[src/rtl/rr_mux_arbiter_pkg.sv]
// Shared constants and types for the round-robin mux arbiter.
package mux_arb_pkg;

    localparam int NUM_REQ = 4;
    localparam int SEL_W   = 2;

    typedef enum logic {
        ST_IDLE  = 1'b0,
        ST_GRANT = 1'b1
    } arb_state_t;

    function automatic logic [NUM_REQ-1:0] onehot(input logic [SEL_W-1:0] idx);
        return NUM_REQ'(1) << idx;
    endfunction

endpackage

[src/rtl/rr_pick.sv]
// Round-robin search: first requesting lane after ptr, wrapping back to ptr last.
module rr_pick
    import mux_arb_pkg::*;
(
    input  logic [NUM_REQ-1:0] req,
    input  logic [SEL_W-1:0]   ptr,
    input  logic               excl_owner,
    output logic [SEL_W-1:0]   pick,
    output logic               found
);

    logic [SEL_W-1:0] idx;

    always_comb begin
        pick  = '0;
        found = 1'b0;
        idx   = '0;
        // Offset NUM_REQ wraps to ptr itself, which is skipped when the owner is excluded.
        for (int i = 1; i <= NUM_REQ; i++) begin
            idx = ptr + SEL_W'(i);
            if (!found && req[idx] && !(i == NUM_REQ && excl_owner)) begin
                found = 1'b1;
                pick  = idx;
            end
        end
    end

endmodule

[src/rtl/rr_mux_arbiter.sv]
// Four-requester round-robin arbiter owning a shared 4:1 mux, with a hold limit.
module rr_mux_arbiter
    import mux_arb_pkg::*;
#(
    parameter int WIDTH    = 1,
    parameter int MAX_HOLD = 8
) (
    input  logic                       clk,
    input  logic                       rst_n,
    input  logic [NUM_REQ-1:0]         req,
    input  logic [NUM_REQ*WIDTH-1:0]   d,
    output logic [NUM_REQ-1:0]         gnt,
    output logic [SEL_W-1:0]           sel,
    output logic [WIDTH-1:0]           y,
    output logic                       busy
);

    localparam logic [7:0] HOLD_LAST = 8'(MAX_HOLD - 1);

    arb_state_t         state, state_n;
    logic [SEL_W-1:0]   ptr, ptr_n;
    logic [7:0]         cnt, cnt_n;
    logic [NUM_REQ-1:0] gnt_n;
    logic [SEL_W-1:0]   sel_n;
    logic               busy_n;
    logic               excl_owner;
    logic [SEL_W-1:0]   pick;
    logic               found;
    logic               owner_req;

    rr_pick u_pick (
        .req        (req),
        .ptr        (ptr),
        .excl_owner (excl_owner),
        .pick       (pick),
        .found      (found)
    );

    assign owner_req = req[ptr];

    always_comb begin
        state_n    = state;
        ptr_n      = ptr;
        cnt_n      = cnt;
        gnt_n      = gnt;
        sel_n      = sel;
        busy_n     = busy;
        // While granted, ptr is the owner, so "found" means some other lane is waiting.
        excl_owner = (state == ST_GRANT);
        case (state)
            ST_IDLE: begin
                if (found) begin
                    state_n = ST_GRANT;
                    gnt_n   = onehot(pick);
                    sel_n   = pick;
                    busy_n  = 1'b1;
                    cnt_n   = '0;
                    ptr_n   = pick;
                end
            end
            ST_GRANT: begin
                if (found && (!owner_req || cnt == HOLD_LAST)) begin
                    gnt_n = onehot(pick);
                    sel_n = pick;
                    cnt_n = '0;
                    ptr_n = pick;
                end else if (!owner_req) begin
                    state_n = ST_IDLE;
                    gnt_n   = '0;
                    busy_n  = 1'b0;
                    cnt_n   = '0;
                end else if (!found) begin
                    if (cnt < HOLD_LAST) cnt_n = cnt + 8'd1;
                end else begin
                    cnt_n = cnt + 8'd1;
                end
            end
            default: state_n = ST_IDLE;
        endcase
    end

    always_ff @(posedge clk or negedge rst_n) begin
        if (!rst_n) begin
            state <= ST_IDLE;
            ptr   <= SEL_W'(NUM_REQ - 1);
            cnt   <= '0;
            gnt   <= '0;
            sel   <= '0;
            busy  <= 1'b0;
        end else begin
            state <= state_n;
            ptr   <= ptr_n;
            cnt   <= cnt_n;
            gnt   <= gnt_n;
            sel   <= sel_n;
            busy  <= busy_n;
        end
    end

    assign y = busy ? d[sel*WIDTH +: WIDTH] : '0;

endmodule

[config.mk]
export PLATFORM = sky130hd
export DESIGN_NAME = rr_mux_arbiter
export DESIGN_NICKNAME = d
export VERILOG_FILES = /design/src/rtl/rr_mux_arbiter_pkg.sv /design/src/rtl/rr_pick.sv /design/src/rtl/rr_mux_arbiter.sv
export SDC_FILE = /design/constraint.sdc
export NUM_CORES = 1
export LEC_CHECK = 0
export ABC_CLOCK_PERIOD_IN_PS = 6600
export CAP_MARGIN = 5
export CORE_ASPECT_RATIO = 0.75
export CORE_MARGIN = 8
export CORE_UTILIZATION = 49
export DETAILED_ROUTE_END_ITERATION = 12
export DONT_BUFFER_PORTS = 1
export HOLD_SLACK_MARGIN = 0.05
export MAX_ROUTING_LAYER = met4
export SLEW_MARGIN = 20
export SYNTH_ARGS = -nofsm -noshare
export SYNTH_HDL_FRONTEND = slang
export SYNTH_SLANG_ARGS = --single-unit
[constraint.sdc]
create_clock -name clk -period 6.6 [get_ports clk]
set_input_delay 1.32 -clock clk [delete_from_list [all_inputs] [get_ports clk]]
set_output_delay 1.32 -clock clk [all_outputs]
set_load 0.01 [all_outputs]
# --- Word level (Yosys, flattened, before mapping) ---
# Index checks and enable logic that the tools add are counted.
word_totals:
  ff_bits: 18
  latch_bits: 0
  ram_bits: 0
  rom_bits: 0
  in_bits: 10
  output_inout_bits: 8
  wordCells: 78
  mem_count: 0
op_classes:
  n_addsub: 4
  n_mul: 0
  n_div: 0
  order_cmp: 5
  n_eq_ne: 7
  shifts: 2
  n_mux: 38
  bitwise: 1
  n_reduce_logical: 15
op_table:
  columns: ["cell", "n"]
  rows:
  - ["$mux 8", 5]
  - ["$pmux 8 s2", 1]
  - ["$mux 1", 15]
  - ["$lt 2x3->1 const B", 4]
  - ["$mux 2", 6]
  - ["$mux 4", 3]
  - ["$add 8x1->8 const B", 1]
  - ["$bmux 1 s2", 4]
  - ["$eq 8x3->1 const B", 1]
  - ["$lt 8x3->1 const B", 1]
  - ["$pmux 4 s2", 1]
  - ["$ne 2x2->1 const B", 3]
  - ["$reduce_and 2->1", 3]
  - ["$logic_and 1x1->1", 5]
  - ["$logic_not 1->1", 5]
  - ["$ne 5x5->1 const B", 1]
  - ["$add 2x2->2 const B", 2]
  - ["$pmux 1 s2", 2]
  - ["$pmux 2 s2", 1]
  - ["$shiftx 4x3->1", 1]
  - ["$shl 1x2->4 const A", 1]
  - ["$ne 3x3->1 const B", 1]
  - ["$reduce_and 3->1", 1]
  - ["$add 2x1->2 const B", 1]
  - ["3 further kinds", 3]

# --- Logic depth before layout (Yosys ltp) ---
depth:
  ltp_word: 18
  mapped_depth: 7
  ltp_nobuf: 6

# --- By module ---
# From an unflattened synthesis, not the netlist that was laid out.
hier_totals:
  hier_cells: 121
  hier_area_um2: 1106.1
modules_own_cells:
  columns: ["mod", "n_inst", "cells_each", "area_each_um2"]
  rows:
  - ["rr_mux_arbiter", 1, 93, 918.4]
  - ["rr_pick", 1, 28, 187.7]

# --- Worst setup path before layout ---
# No wires, ideal clock.
synth_timing:
  path_type: "in2out"
  start: "in d[3]"
  end: "out y"
  arrival_ns: 1.943
  t_required_ns: 5.280
  slack_ns: 3.337
  stages: 2
  path_cell_list: "mux4_2 > and2_1"
synth_via:
  elab_chain_cells: 2
synth_lines:
  columns: ["element", "line_no", "rtl"]
  rows:
  - ["start, declared", "rr_mux_arbiter.sv:11", "input logic [NUM_REQ*WIDTH-1:0] d,"]
  - ["$shiftx 4x3->1", "rr_mux_arbiter.sv:100", "assign y = busy ? d[sel*WIDTH +: WIDTH] : '0;"]
  - ["$mux 1", "rr_mux_arbiter.sv:100", null]
  - ["end, declared", "rr_mux_arbiter.sv:14", "output logic [WIDTH-1:0] y,"]
# No other way between the ends.

# --- Worst setup path after layout ---
# Same ends and word-level chain as after synthesis.

==> flow_summary.toml <==
[timing]
setup_slack_ns = 3.33
fin_crit_sh_pct = 49.6
fmax_ghz = 0.305
slew_viol_final = 0
fin_crit_ns = 3.27
finClkSkew_ns = 0.0159
relSlewSlack_pct = 54.7
finalSetupViolations = 0
tns_ns = 0
hold_viol = 0
rsz0062_at_grt = "false"
holdWs_ns = 0.536
worst_pin_slew_ns = 0.678

[grt]
grt_pass1_wl_mm = 3.79
grt_use_total_pct = 11.8
grt_max_degree = 19
grt_pass1_vias = 787
grt_antenna_before_repair = 0
grt.overflow.total = 0

[floorplan]
ios = 18
dieArea_mm2 = 0.00399
rows = 14
core_area_mm2 = 0.00205
initial_core_util_pct = 52.9
fp.dieH_um = 56.8
dieWidth_um = 70.3

[synthesis]
synth_top_cell_by_area = "dfrtp_1"
synth_simple_gate_area_share_pct = 18.9
async_reset_ff_share_pct = 100
yosysSeqAreaShare_pct = 41.8
synth_top_family_by_area = "compound AO/OA/AOI/OAI gates"
ys.flop_type = "dfrtp_1"
synth-edff-count = 0
netlist_top_cells_count = "16 x dfrtp_1, 8 x inv_1, 7 x nor2_1, 7 x o21ai_0"
synth_area_leaders = "dfrtp_1 37%, mux2_2 5.2%, dfstp_2 4.8%"
post-synth-top-count-cell = "dfrtp_1"
ys_warn_count = 0
synth_top_area_share_pct = 36.9
synth_xor_area_share_pct = 0
synthMuxAreaShare_pct = 10.3
synth-seq-cells = 18
synthCells = 110
syn-cell-area_mm2 = 0.00108
synth-compound-area-share_pct = 22.5
synth_adder_area_share_pct = 2.08
synth_nets = 121
synth_area_per_cell_um2 = 9.86
synthDistinctLibCells = 40

[setup_path]
cp_slowest_stage_delay_ns = 0.43
worst-path-buf-inv = 0
ff2ff_path_depth = 5
start_kind = "input pin"
critPathTopFamily = "multiplexers"
cp_max_fo = 1
cp-end-kind = "output pin"
r2r_end = "cnt[6]"
rr_startpoint = "ptr[0]"
crit_slowest_cell = "mux4_2"
regToRegSetupSlack_ns = 4.10
worstPathArrival_ns = 1.95
path_class = "in2out"
cp.required_ns = 5.28
path_cells = "mux4_2, and2_1"

[cts]
cts.sinks = 18
clkTransAtPathRegs_ns = 0.10
post-cts-setup-buffer-count = 0
root_buffer = "clkbuf_4"
cts_max_path_buffers = 2
cts_made_buffers = 3
hold_buffers = 0
clock_latency_ns = 0.30
cts_tree = "built"
cts_htree_levels = 1
post_cts_resized = 0

[pwr]
power_density_mw_per_mm2 = 394
p_leak_nw = 0.476
vdd_drop_max_mv = 0.247

[final_layout]
drive_gt1_share_pct = 16.4
final_cell_area_mm2 = 0.00113
fin_util_pct = 55.3
layout.nets = 122
antennaDiodeCount = 0
areaGrowthSynthToFinish_pct = 4.38

[outcome]
status = "finished, final reports clean"

[routing]
postRouteAntennaNets = 0
dr.pass1.iters = 4
drc = 0
vias = 832
via_per_inst = 6.21
initialDrtViolationCount = 57
routed_wl_mm = 2.28
wire_per_inst_um = 17.0

[min_path]
whs_path_depth = 2
hold_path.class = "reg2reg"
holdCritStartpoint = "cnt[1]"
min_to = "cnt[1]"

[place]
place_area_mm2 = 0.00110
post-dp-hpwl_mm = 1.69
gp_congestion = 0.762
io_buffers = 0
pre_cts_ws_ns = 3.30

[flow_run]
cap_violations = 0
## final cells by class
class	instances	area, µm²
Clock buffer	4	36.3
Sequential cell	18	453
Fill cell	182	917
Tap cell	24	30.0
Inverter	8	30.0
Multi-Input combinational cell	80	583
## registers in the layout, indices dropped and copies added (netlist names)
signal and cells:
cnt 8, gnt 4, ptr 2, sel 2
busy 1, excl_owner 1
## where the power goes
group	internal, W	switching, W
Sequential	0.000149	0.0000492
Clock	0.0000336	0.0000362
Combinational	0.0000881	0.0000907
## how the worst max path moves through the flow
| stage | start | endpoint | slack, ns | cells after the start |
|---|---|---|---|---|
| 6_report | d[3] | y | 3.33 | 2 |
| 5_1_grt | d[3] | y | 3.29 | 2 |
| 4_1_cts | d[3] | y | 3.32 | 2 |
| 3_5_place_dp | req[3] | sel[0] | 3.30 | 5 |
| 3_3_place_gp | d[3] | y | 3.33 | 2 |
| 2_1_floorplan | d[3] | y | 3.34 | 2 |
## stage by stage
| step | instances | total power, W |
|---|---|---|
| 6_report | 134 | 0.000446 |
| 5_1_grt | 134 | 0.000480 |
| 4_1_cts | 134 | 0.000451 |
| 3_5_place_dp | 130 | 0.000379 |
| 3_3_place_gp | 130 | 0.000374 |
| 2_1_floorplan | 110 | 0.000343 |
## cells by family (layout without fill, tap and decap cells)
| group | count (synthesis) | after routing |
|---|---|---|
| and+or+nand+nor | 37 | 37 |
| buffers and inverters | 12 | 12 |
| muxes | 8 | 8 |
| adders and majority gates | 2 | 2 |
| AOI/OAI and AO/OA | 33 | 33 |
| DFF | 18 | 18 |
## cells in the final DEF, fill, tap and decap left out, types with 2 or more instances in the layout
cell type and n:
or4_1 2, nand3_1 2, clkbuf_4 3, dfstp_2 2, inv_1 8, nor2b_1 3
and2_1 3, or3_1 4, dfrtp_1 16, nor2_1 7, o31a_1 2, mux2_2 5
o21ai_0 7, o31ai_1 2, mux4_2 2, or2_2 3, a32o_1 3, nand2_1 6
o32ai_1 2, nor3_1 2, o22a_1 2, a21oi_1 6
## routing by layer
metal | wire length (µm) | track usage, % | share of wire (%) | vias to the layer above
met2 | 964 | 17.3 | 42 | 22
li1 | - | - | - | 417
met1 | 1100 | 14.9 | 48 | 390
met5 | 0 | - | 0 | -
met3 | 198 | 5.26 | 8.7 | 3
met4 | 11 | 1.71 | 0.48 | 0
Power figures use the tool's default switching activity.
